File: config.mk
export PLATFORM = sky130hd
export DESIGN_NAME = icache_fetch_flat
export DESIGN_NICKNAME = d
export VERILOG_FILES = /design/src/rtl/icache_fetch_if.sv /design/src/rtl/icache_fetch.sv /design/src/flat_wrapper.sv
export SDC_FILE = /design/constraint.sdc
export NUM_CORES = 2
export LEC_CHECK = 0
export BUFFER_PORTS_ARGS = -buffer_cell sky130_fd_sc_hd__buf_2
export CAP_MARGIN = 20
export CELL_PAD_IN_SITES_DETAIL_PLACEMENT = 0
export CELL_PAD_IN_SITES_GLOBAL_PLACEMENT = 1
export CORE_UTILIZATION = 50
export CTS_CLUSTER_DIAMETER = 30
export CTS_CLUSTER_SIZE = 10
export DETAILED_ROUTE_END_ITERATION = 8
export PLACE_DENSITY = 0.82
export SYNTH_ARGS = -nofsm -noshare
export SYNTH_HDL_FRONTEND = slang
export SYNTH_SLANG_ARGS = --single-unit
File: constraint.sdc
create_clock -name clk -period 8.4 [get_ports clk]
set_clock_uncertainty 0.05 [all_clocks]
set_input_delay 0.84 -clock clk [delete_from_list [all_inputs] [get_ports clk]]
set_output_delay 0.84 -clock clk [all_outputs]
set_load 0.005 [all_outputs]
File: src/rtl/icache_fetch_if.sv
// Word-wide instruction memory bus between icache_fetch and the instruction memory.
//   mem_req    : word read request (cache -> memory), held until granted
//   mem_addr   : word-aligned request address (cache -> memory)
//   mem_gnt    : request accepted this cycle (memory -> cache)
//   mem_rvalid : read data valid (memory -> cache)
//   mem_rdata  : read data (memory -> cache)
interface icache_fetch_if;
    logic        mem_req;
    logic [31:0] mem_addr;
    logic        mem_gnt;
    logic        mem_rvalid;
    logic [31:0] mem_rdata;

    modport master (
        output mem_req,
        output mem_addr,
        input  mem_gnt,
        input  mem_rvalid,
        input  mem_rdata
    );

    modport slave (
        input  mem_req,
        input  mem_addr,
        output mem_gnt,
        output mem_rvalid,
        output mem_rdata
    );
endinterface

File: src/rtl/icache_fetch.sv
// Direct-mapped read-only instruction cache for a single-cycle rv32 core.
// Hits return the word combinationally; a miss stalls the core and refills the
// whole line in ascending word order, one outstanding memory request at a time.
//   clk    : clock, all state on the rising edge
//   reset  : synchronous active-low reset
//   pc     : fetch address (bits [1:0] ignored), held by the core while stall=1
//   flush  : invalidate all lines
//   instr  : instruction to the core (NOP while stalled)
//   stall  : 1 = instruction not available
//   mem    : memory bus (master side)
module icache_fetch #(
    parameter int unsigned NLINES     = 16,
    parameter int unsigned LINE_WORDS = 4,
    parameter logic [31:0] NOP        = 32'h00000013
) (
    input  logic          clk,
    input  logic          reset,
    input  logic [31:0]   pc,
    input  logic          flush,
    output logic [31:0]   instr,
    output logic          stall,
    icache_fetch_if.master mem
);

    localparam int unsigned OFF   = $clog2(LINE_WORDS);
    localparam int unsigned IDX   = $clog2(NLINES);
    localparam int unsigned TAGW  = 32 - OFF - IDX - 2;
    localparam int unsigned LINEW = 30 - OFF;  // tag + index of a line base
    localparam logic [OFF-1:0] LAST = OFF'(LINE_WORDS - 1);

    typedef enum logic [1:0] {StIdle, StReq, StWait} state_e;

    state_e             state_q, state_d;
    logic [LINEW-1:0]   line_q, line_d;
    logic [OFF-1:0]     rq_q, rq_d;
    logic [OFF-1:0]     rs_q, rs_d;
    logic               pend_q, pend_d;
    logic [NLINES-1:0]  valid_q, valid_d;

    logic [31:0]        data_q [NLINES*LINE_WORDS];
    logic [TAGW-1:0]    tag_q  [NLINES];

    logic [OFF-1:0]     pc_off;
    logic [IDX-1:0]     pc_idx;
    logic [TAGW-1:0]    pc_tag;
    logic [IDX-1:0]     fill_idx;
    logic [TAGW-1:0]    fill_tag;
    logic               hit, rvalid_ok, wr_en, fill_done;
    logic               unused_pc_bits;

    assign pc_off   = pc[OFF+1:2];
    assign pc_idx   = pc[OFF+IDX+1:OFF+2];
    assign pc_tag   = pc[31:OFF+IDX+2];
    assign fill_idx = line_q[IDX-1:0];
    assign fill_tag = line_q[LINEW-1:IDX];
    assign unused_pc_bits = ^pc[1:0];

    assign hit   = (state_q == StIdle) & valid_q[pc_idx] & (tag_q[pc_idx] == pc_tag);
    assign stall = ~hit | ~reset;
    assign instr = stall ? NOP : data_q[{pc_idx, pc_off}];

    // Reset gating keeps the bus quiet while reset is held, even before the first edge.
    assign mem.mem_req  = (state_q == StReq) & ~pend_q & reset;
    assign mem.mem_addr = reset ? {line_q, rq_q, 2'b00} : 32'h0;

    // Responses only count while a request is outstanding; stale ones after reset are dropped.
    assign rvalid_ok = (state_q != StIdle) & pend_q & mem.mem_rvalid;
    assign wr_en     = rvalid_ok & reset;
    assign fill_done = wr_en & (rs_q == LAST);

    always_comb begin
        state_d = state_q;
        line_d  = line_q;
        rq_d    = rq_q;
        rs_d    = rs_q;
        pend_d  = pend_q;
        // Flush first so a coinciding line completion still ends valid.
        valid_d = flush ? '0 : valid_q;

        unique case (state_q)
            StIdle: begin
                if (!hit) begin
                    line_d  = pc[31:OFF+2];
                    rq_d    = '0;
                    rs_d    = '0;
                    pend_d  = 1'b0;
                    state_d = StReq;
                end
            end
            StReq: begin
                if (mem.mem_req && mem.mem_gnt) begin
                    rq_d   = rq_q + OFF'(1);
                    pend_d = 1'b1;
                    if (rq_q == LAST) begin
                        state_d = StWait;
                    end
                end
            end
            StWait: ;
            default: state_d = StIdle;
        endcase

        // A grant needs pend=0 and a response needs pend=1, so these never collide.
        if (rvalid_ok) begin
            rs_d   = rs_q + OFF'(1);
            pend_d = 1'b0;
            if (rs_q == LAST) begin
                valid_d[fill_idx] = 1'b1;
                state_d           = StIdle;
            end
        end
    end

    always_ff @(posedge clk) begin
        if (!reset) begin
            state_q <= StIdle;
            line_q  <= '0;
            rq_q    <= '0;
            rs_q    <= '0;
            pend_q  <= 1'b0;
            valid_q <= '0;
        end else begin
            state_q <= state_d;
            line_q  <= line_d;
            rq_q    <= rq_d;
            rs_q    <= rs_d;
            pend_q  <= pend_d;
            valid_q <= valid_d;
        end
    end

    // Data and tag arrays carry no reset; the valid bits guard them.
    always_ff @(posedge clk) begin
        if (wr_en) begin
            data_q[{fill_idx, rs_q}] <= mem.mem_rdata;
        end
        if (fill_done) begin
            tag_q[fill_idx] <= fill_tag;
        end
    end

endmodule

File: src/flat_wrapper.sv
// flat-port wrapper written by rule: the top's interface ports become plain ports
module icache_fetch_flat 
#(
    parameter int unsigned NLINES     = 16,
    parameter int unsigned LINE_WORDS = 4,
    parameter logic [31:0] NOP        = 32'h00000013
)
  (clk, reset, pc, flush, instr, stall, mem_mem_req, mem_mem_addr, mem_mem_gnt, mem_mem_rvalid, mem_mem_rdata);
  icache_fetch_if mem_i ();
  input  logic clk;
  input  logic reset;
  input  logic [31:0] pc;
  input  logic flush;
  output logic [31:0] instr;
  output logic stall;
  output wire logic [$bits(mem_i.mem_req)-1:0] mem_mem_req;
  output wire logic [$bits(mem_i.mem_addr)-1:0] mem_mem_addr;
  input wire logic [$bits(mem_i.mem_gnt)-1:0] mem_mem_gnt;
  input wire logic [$bits(mem_i.mem_rvalid)-1:0] mem_mem_rvalid;
  input wire logic [$bits(mem_i.mem_rdata)-1:0] mem_mem_rdata;
  assign mem_mem_req = mem_i.mem_req;
  assign mem_mem_addr = mem_i.mem_addr;
  assign mem_i.mem_gnt = mem_mem_gnt;
  assign mem_i.mem_rvalid = mem_mem_rvalid;
  assign mem_i.mem_rdata = mem_mem_rdata;
  icache_fetch #(.NLINES(NLINES), .LINE_WORDS(LINE_WORDS), .NOP(NOP)) u_core (.clk(clk), .reset(reset), .pc(pc), .flush(flush), .instr(instr), .stall(stall), .mem(mem_i));
endmodule
== Word-level counts from Yosys, hierarchy flattened ==
Memories as Yosys holds them, arrays and structs flattened.
Cells that the tools add are included.
Word-level totals
  flip-flop bits (word level): 51
  word-level logic and storage cells: 71
  bits of input ports: 69
  memories: 2
  output and inout bits: 66
  bits in writable memories: 2432
Memory list
  u_core.data_q: words 64, width 32, rd ports 1, clocked after memory_dff 0, wr ports 1, RTL line icache_fetch.sv:40  | logic [31:0] data_q [NLINES*LINE_WORDS];
  u_core.tag_q: words 16, width 24, rd ports 1, clocked after memory_dff 0, wr ports 1, RTL line icache_fetch.sv:41  | logic [TAGW-1:0] tag_q [NLINES];
Cells by class
  mux-type cells: 27
  bitwise logic cells: 13
  reductions and logical operators: 10
  order comparisons: 3
  add/subtract/negate cells: 2
  equal/unequal tests: 8
Operator list (number)
  $mux 32: 2
  $mux 16: 3
  $eq 24x24->1: 1
  $mux 2: 9
  $or 16x16->16: 1
  $lt 4x5->1 const B: 2
  $and 1x1->1: 8
  $mux 1: 8
  $eq 2x2->1 const B: 3
  $ne 2x2->1 const B: 3
  $pmux 2 s3: 1
  $reduce_bool 2->1: 3
  $add 2x1->2 const B: 2
  $bmux 1 s4: 1
  $demux 1 s4: 1
  $ge 4x1->1 const B: 1
  $pmux 2 s2: 1
  $reduce_and 2->1: 2
  $not 1->1: 3
  $reduce_and 3->1: 1
  $eq 2x1->1 const B: 1
  $logic_and 1x1->1: 2
  $logic_not 2->1: 1
  $pmux 1 s2: 1
  other kinds (2): 2

== Logic depth before layout (Yosys ltp) ==
  word-level depth: 8
  mapped depth: 15
  gate-level depth less buffers: 8

== Worst setup path after synthesis ==
OpenSTA, ideal clock, no wires.
  path kind: input -> output
  from: input port pc[2]
  to: output port instr[0]
  setup slack: 3895 ps
  required time: 7510 ps
  stages on the path: 7
  buffers on the path: 3
  arrival: 3615 ps
  cells stage by stage: clkbuf_1 -> clkbuf_1 -> buf_1 -> mux4_2 -> mux4_2 -> mux4_2 -> or2_2
On the way
  word-level cells in the longest chain between the ends: 2
Ends and longest elaborated chain
  start: declaration: RTL line flat_wrapper.sv:12  | input logic [31:0] pc;
  $mem_v2 64x32
  $mux 32: RTL line icache_fetch.sv:60  | assign instr = stall ? NOP : data_q[{pc_idx, pc_off}];
  end: declaration: RTL line flat_wrapper.sv:14  | output logic [31:0] instr;
No other way between the ends.

== Final worst setup path ==
  from: input port pc[4]
  to: output port instr[1]
On the way
  word-level cells in the longest chain between the ends: 7
  elaborated cells on any way between the ends: 10
  those cells by class: 1 x eq/ne; 3 x mux; 4 x bitwise; 2 x memory
Ends and longest elaborated chain (RTL line)
  branches (longest 6 deep; another with $mem_v2 16x24)
  $mux 32 (*): icache_fetch.sv:60
Every way passes the cells marked *. The select of a mux whose other input is x is not followed.

==> results.toml <==
[pwr]
power_frac_comb = 0.036
power.switching_fraction = 0.208
leakage_component_of_the_power_nw = 37.2
share_seq_of_total_power = 0.422
powerDensity_mw_per_mm2 = 281
finalPower_mw = 32.3
vdd_ir_drop_max_mv = 0.247
cellInternalPower_mw = 25.6
p_sw_mw = 6.73
p_clk_frac = 0.542

[global_routing]
antenna_found_initial = 38
first_pass_grt_wire_length_um = 351000
grt_start_max_net_pins = 108
grtUsageTotal = 0.255
grt_pass1_vias = 49269
gr-total-overflow = 0

[timing]
layout_min_cycle_time_ns = 6.48
fin_setup_tns_ns = 0
fin_crit_sh = 0.771
worstMarginPinSlew_ns = 1.21
timing.fmax_mhz = 154
maxSlewHeadroom = 0.186
setup_viol_count_final = 0
rsz0062_at_grt = "false"
hold_viol_final = 0
max_slew_violations = 0

[clock_network]
cts.repair_timing.setup_buffer_count = 0
cts_tree = "built"
clkSlewWorstSetupHoldPaths_ns = 0.05
h-tree-depth = 5
numClockSinks = 2483
hold_bufs_at_cts = 0
ctsRootBufferMaster = "sky130_fd_sc_hd__clkbuf_16"
insertion_delay_ns = 0.94
number_of_buffers_created_by_cts = 429
ctsLongestPathBuffers = 4
postCtsResizedCells = 0

[place]
place.detailed.hpwl_um = 119000
last_weighted_congestion_value_of_the_routability_driven_placer = 0.787
port_buffers = 130

[yosys]
synth_simple_gate_area_share = 0.0161
ys_async_sr_fraction = 0
yosysWarnings = 0
synth-adder-area-share = 0.000261
average_footprint_of_a_synthesized_cell_sq_um = 23.9
synth-seq-area-share = 0.774
yosys-mux-area-fraction = 0.187
post_synth_edffs = 2432
register_bit_total_from_synthesis = 2483
compound_gate_portion_of_the_synthesized_area = 0.00852
post_synth_instance_area_sq_mm = 0.0957
synthesis.instances = 4000
synth_xor_xnor_area_share = 0.00301
number_of_distinct_standard_cells_referenced_by_the_synthesized_netlist = 68
dominant_synthesized_flop_cell = "sky130_fd_sc_hd__edfxtp_1"
synth_top_family_by_area = "multiplexers"

[drt]
routed-via-count = 47199
remaining_drc_errors = 0
totalWireLength_um = 246000
drt_first_pass_iters = 5
drtAntennaViolNets = 0
drt-wirelength-per-cell_um = 33.5
drt-initial-drc-count = 5821
drt-vias-per-instance = 6.43

[cells_and_area]
filler_cell_count = 12162
most_frequent_standard_cell_in_the_layout_excluding_fill_and_tap_cells = "sky130_fd_sc_hd__edfxtp_1"
nNetsFinal = 4546
mostFrequentLayoutCells = "sky130_fd_sc_hd__edfxtp_1 (2432), sky130_fd_sc_hd__mux4_2 (765), sky130_fd_sc_hd__clkbuf_16 (436)"
area_delta_synth_final_pct = 20.4
proportion_of_layout_cells_with_a_drive_suffix_above_1 = 0.376

[worst_setup_path]
timing.critical_path.to_type = "output port"
timing.critical_path.required_ns = 7.51
crit_type = "primary input to output port"
worst-endpoint-arrival_ns = 5.59
cp_max_fo = 75
start_kind = "primary input"

[floorplanning]
starting_density_of_the_core = 0.503
die_height_um = 440
die_area_sq_mm = 0.193
floorplan.die.width_um = 440
core.rowCount = 160
ios = 135
core_sq_mm = 0.190

[status]
run_status = "complete, no violations"

[hold_path]
worst_hold_class = "primary input to flop"

[flow_run]
maxCapViolations = 0
-- stage by stage --
stage	hold WS [ns]	util	worst slack, ns	area (sq um)	instances
detailed placement	0.392	0.526	1.98	100000	6530
global route	0.136	0.606	1.71	115000	7329
global placement	0.378	0.526	2.02	100000	6528
floorplan	0.371	-	3.90	95700	4001
CTS	0.155	0.603	1.85	115000	7298
finish	0.149	0.606	1.92	115000	7339
-- synth_stat cells, types with 2 or more instances --
| cell type | n | share of area |
|---|---|---|
| sky130_fd_sc_hd__nor4_1 | 2 | 0.00013 |
| sky130_fd_sc_hd__and3_1 | 3 | 0.00020 |
| sky130_fd_sc_hd__o22ai_1 | 8 | 0.00052 |
| sky130_fd_sc_hd__nand2_1 | 59 | 0.0023 |
| sky130_fd_sc_hd__inv_1 | 33 | 0.0013 |
| sky130_fd_sc_hd__mux2i_1 | 51 | 0.0053 |
| sky130_fd_sc_hd__nor2b_1 | 34 | 0.0022 |
| sky130_fd_sc_hd__or2_2 | 6 | 0.00039 |
| sky130_fd_sc_hd__and4b_1 | 2 | 0.00021 |
| sky130_fd_sc_hd__edfxtp_1 | 2432 | 0.76 |
| sky130_fd_sc_hd__nand4_1 | 6 | 0.00039 |
| sky130_fd_sc_hd__buf_1 | 14 | 0.00055 |
| sky130_fd_sc_hd__buf_4 | 16 | 0.0013 |
| sky130_fd_sc_hd__o2111ai_1 | 4 | 0.00037 |
| sky130_fd_sc_hd__nand3b_1 | 5 | 0.00039 |
| sky130_fd_sc_hd__o221ai_2 | 10 | 0.0016 |
| sky130_fd_sc_hd__a2bb2oi_1 | 4 | 0.00037 |
| sky130_fd_sc_hd__buf_6 | 11 | 0.0013 |
| sky130_fd_sc_hd__nand3_1 | 36 | 0.0019 |
| sky130_fd_sc_hd__xnor2_1 | 20 | 0.0018 |
| sky130_fd_sc_hd__a31oi_1 | 3 | 0.00020 |
| sky130_fd_sc_hd__clkbuf_1 | 154 | 0.0060 |
| sky130_fd_sc_hd__a31o_2 | 2 | 0.00018 |
| sky130_fd_sc_hd__or3_1 | 31 | 0.0020 |
| sky130_fd_sc_hd__nor2_1 | 95 | 0.0037 |
| sky130_fd_sc_hd__mux4_2 | 765 | 0.18 |
| sky130_fd_sc_hd__nor4b_1 | 2 | 0.00018 |
| sky130_fd_sc_hd__and2_1 | 2 | 0.00013 |
| sky130_fd_sc_hd__nand2b_1 | 9 | 0.00059 |
| sky130_fd_sc_hd__o221ai_1 | 19 | 0.0017 |
| sky130_fd_sc_hd__mux2_2 | 10 | 0.0012 |
| sky130_fd_sc_hd__ha_1 | 2 | 0.00026 |
| sky130_fd_sc_hd__dfxtp_1 | 51 | 0.011 |
| sky130_fd_sc_hd__o21ai_0 | 8 | 0.00042 |
| sky130_fd_sc_hd__buf_2 | 23 | 0.0012 |
| sky130_fd_sc_hd__a221oi_1 | 4 | 0.00037 |
| sky130_fd_sc_hd__a21o_1 | 16 | 0.0013 |
| sky130_fd_sc_hd__nor3_1 | 4 | 0.00021 |
| sky130_fd_sc_hd__nor4bb_1 | 2 | 0.00021 |
| sky130_fd_sc_hd__a21oi_1 | 4 | 0.00021 |
| sky130_fd_sc_hd__xor2_1 | 11 | 0.0010 |
-- state kept, by name (all words and copies together) (netlist names) --
| signal | flops |
|---|---|
| u_core.pend_q | 1 |
| u_core.data_q | 2048 |
| u_core.tag_q | 384 |
| u_core.line_q | 28 |
| u_core.rs_q | 2 |
| u_core.state_q | 2 |
| u_core.valid_q | 16 |
| u_core.rq_q | 2 |
-- routing by layer --
layer / track usage / up-vias / wire [um]
met5: 0 / - / 59
met4: 0.111 / 10 / 9390
met3: 0.0536 / 613 / 21700
met2: 0.433 / 3063 / 127000
met1: 0.319 / 25198 / 87400
li1: - / 18315 / -
-- layout make-up --
type | instances | area, sq um | share of cell area
Inverter | 34 | 129 | 0.00112
Sequential cell | 2483 | 74100 | 0.643
Clock inverter | 290 | 3460 | 0.0300
Clock buffer | 478 | 11000 | 0.0958
Antenna cell | 16 | 40.0 | 0.000348
Timing Repair Buffer | 262 | 2210 | 0.0191
Tap cell | 2511 | 3140 | 0.0273
Multi-Input combinational cell | 1265 | 21100 | 0.183
-- power by group through the flow --
stage	registers, mW	clock network [mW]	logic [mW]
after floorplan	13.9	0	0.671
after global placement	13.9	0	1.08
after detailed placement	13.9	0	1.10
after CTS	13.7	17.7	1.14
after global routing	13.7	18.2	1.21
final	13.7	17.5	1.15
-- path summary, 6_finish.rpt --
kind                                       from                         endpoint  slack, ns  depth (start not counted)
setup / recovery                          pc[4]                         instr[1]       1.92                         12
hold / removal                mem_mem_rdata[30]  u_core.data_q[14][30]$_DFFE_PP_       0.15                          1
setup reg to reg  u_core.tag_q[11][3]$_DFFE_PP_   u_core.line_q[26]$_SDFFE_PN0P_       4.34                          9
hold reg to reg    u_core.valid_q[5]$_SDFF_PN0_     u_core.valid_q[5]$_SDFF_PN0_       0.40                          1
-- critical path, stage by stage --
cell and delay [ns]:
sky130_fd_sc_hd__buf_8 0.58, sky130_fd_sc_hd__buf_4 0.66, sky130_fd_sc_hd__mux4_2 0.59, sky130_fd_sc_hd__mux2i_1 0.22, sky130_fd_sc_hd__xor2_1 0.19, sky130_fd_sc_hd__o21ai_0 0.12, sky130_fd_sc_hd__nor2_1 0.22, sky130_fd_sc_hd__nor4bb_1 0.34
sky130_fd_sc_hd__nand4_1 0.78, sky130_fd_sc_hd__buf_4 0.52, sky130_fd_sc_hd__or2_2 0.32, sky130_fd_sc_hd__buf_2 0.13
-- logic make-up (layout without fill, tap and decap cells) --
group	Yosys count	in the layout
AO/OA/AOI/OAI	97	97
XOR/XNOR	32	32
adder cells (fa/ha/maj)	2	2
buffers and inverters	253	1064
flip-flops	2483	2483
multiplexers	826	826
other	1	18
AND/OR/NAND/NOR	306	306
Power figures use the tool's default switching activity.
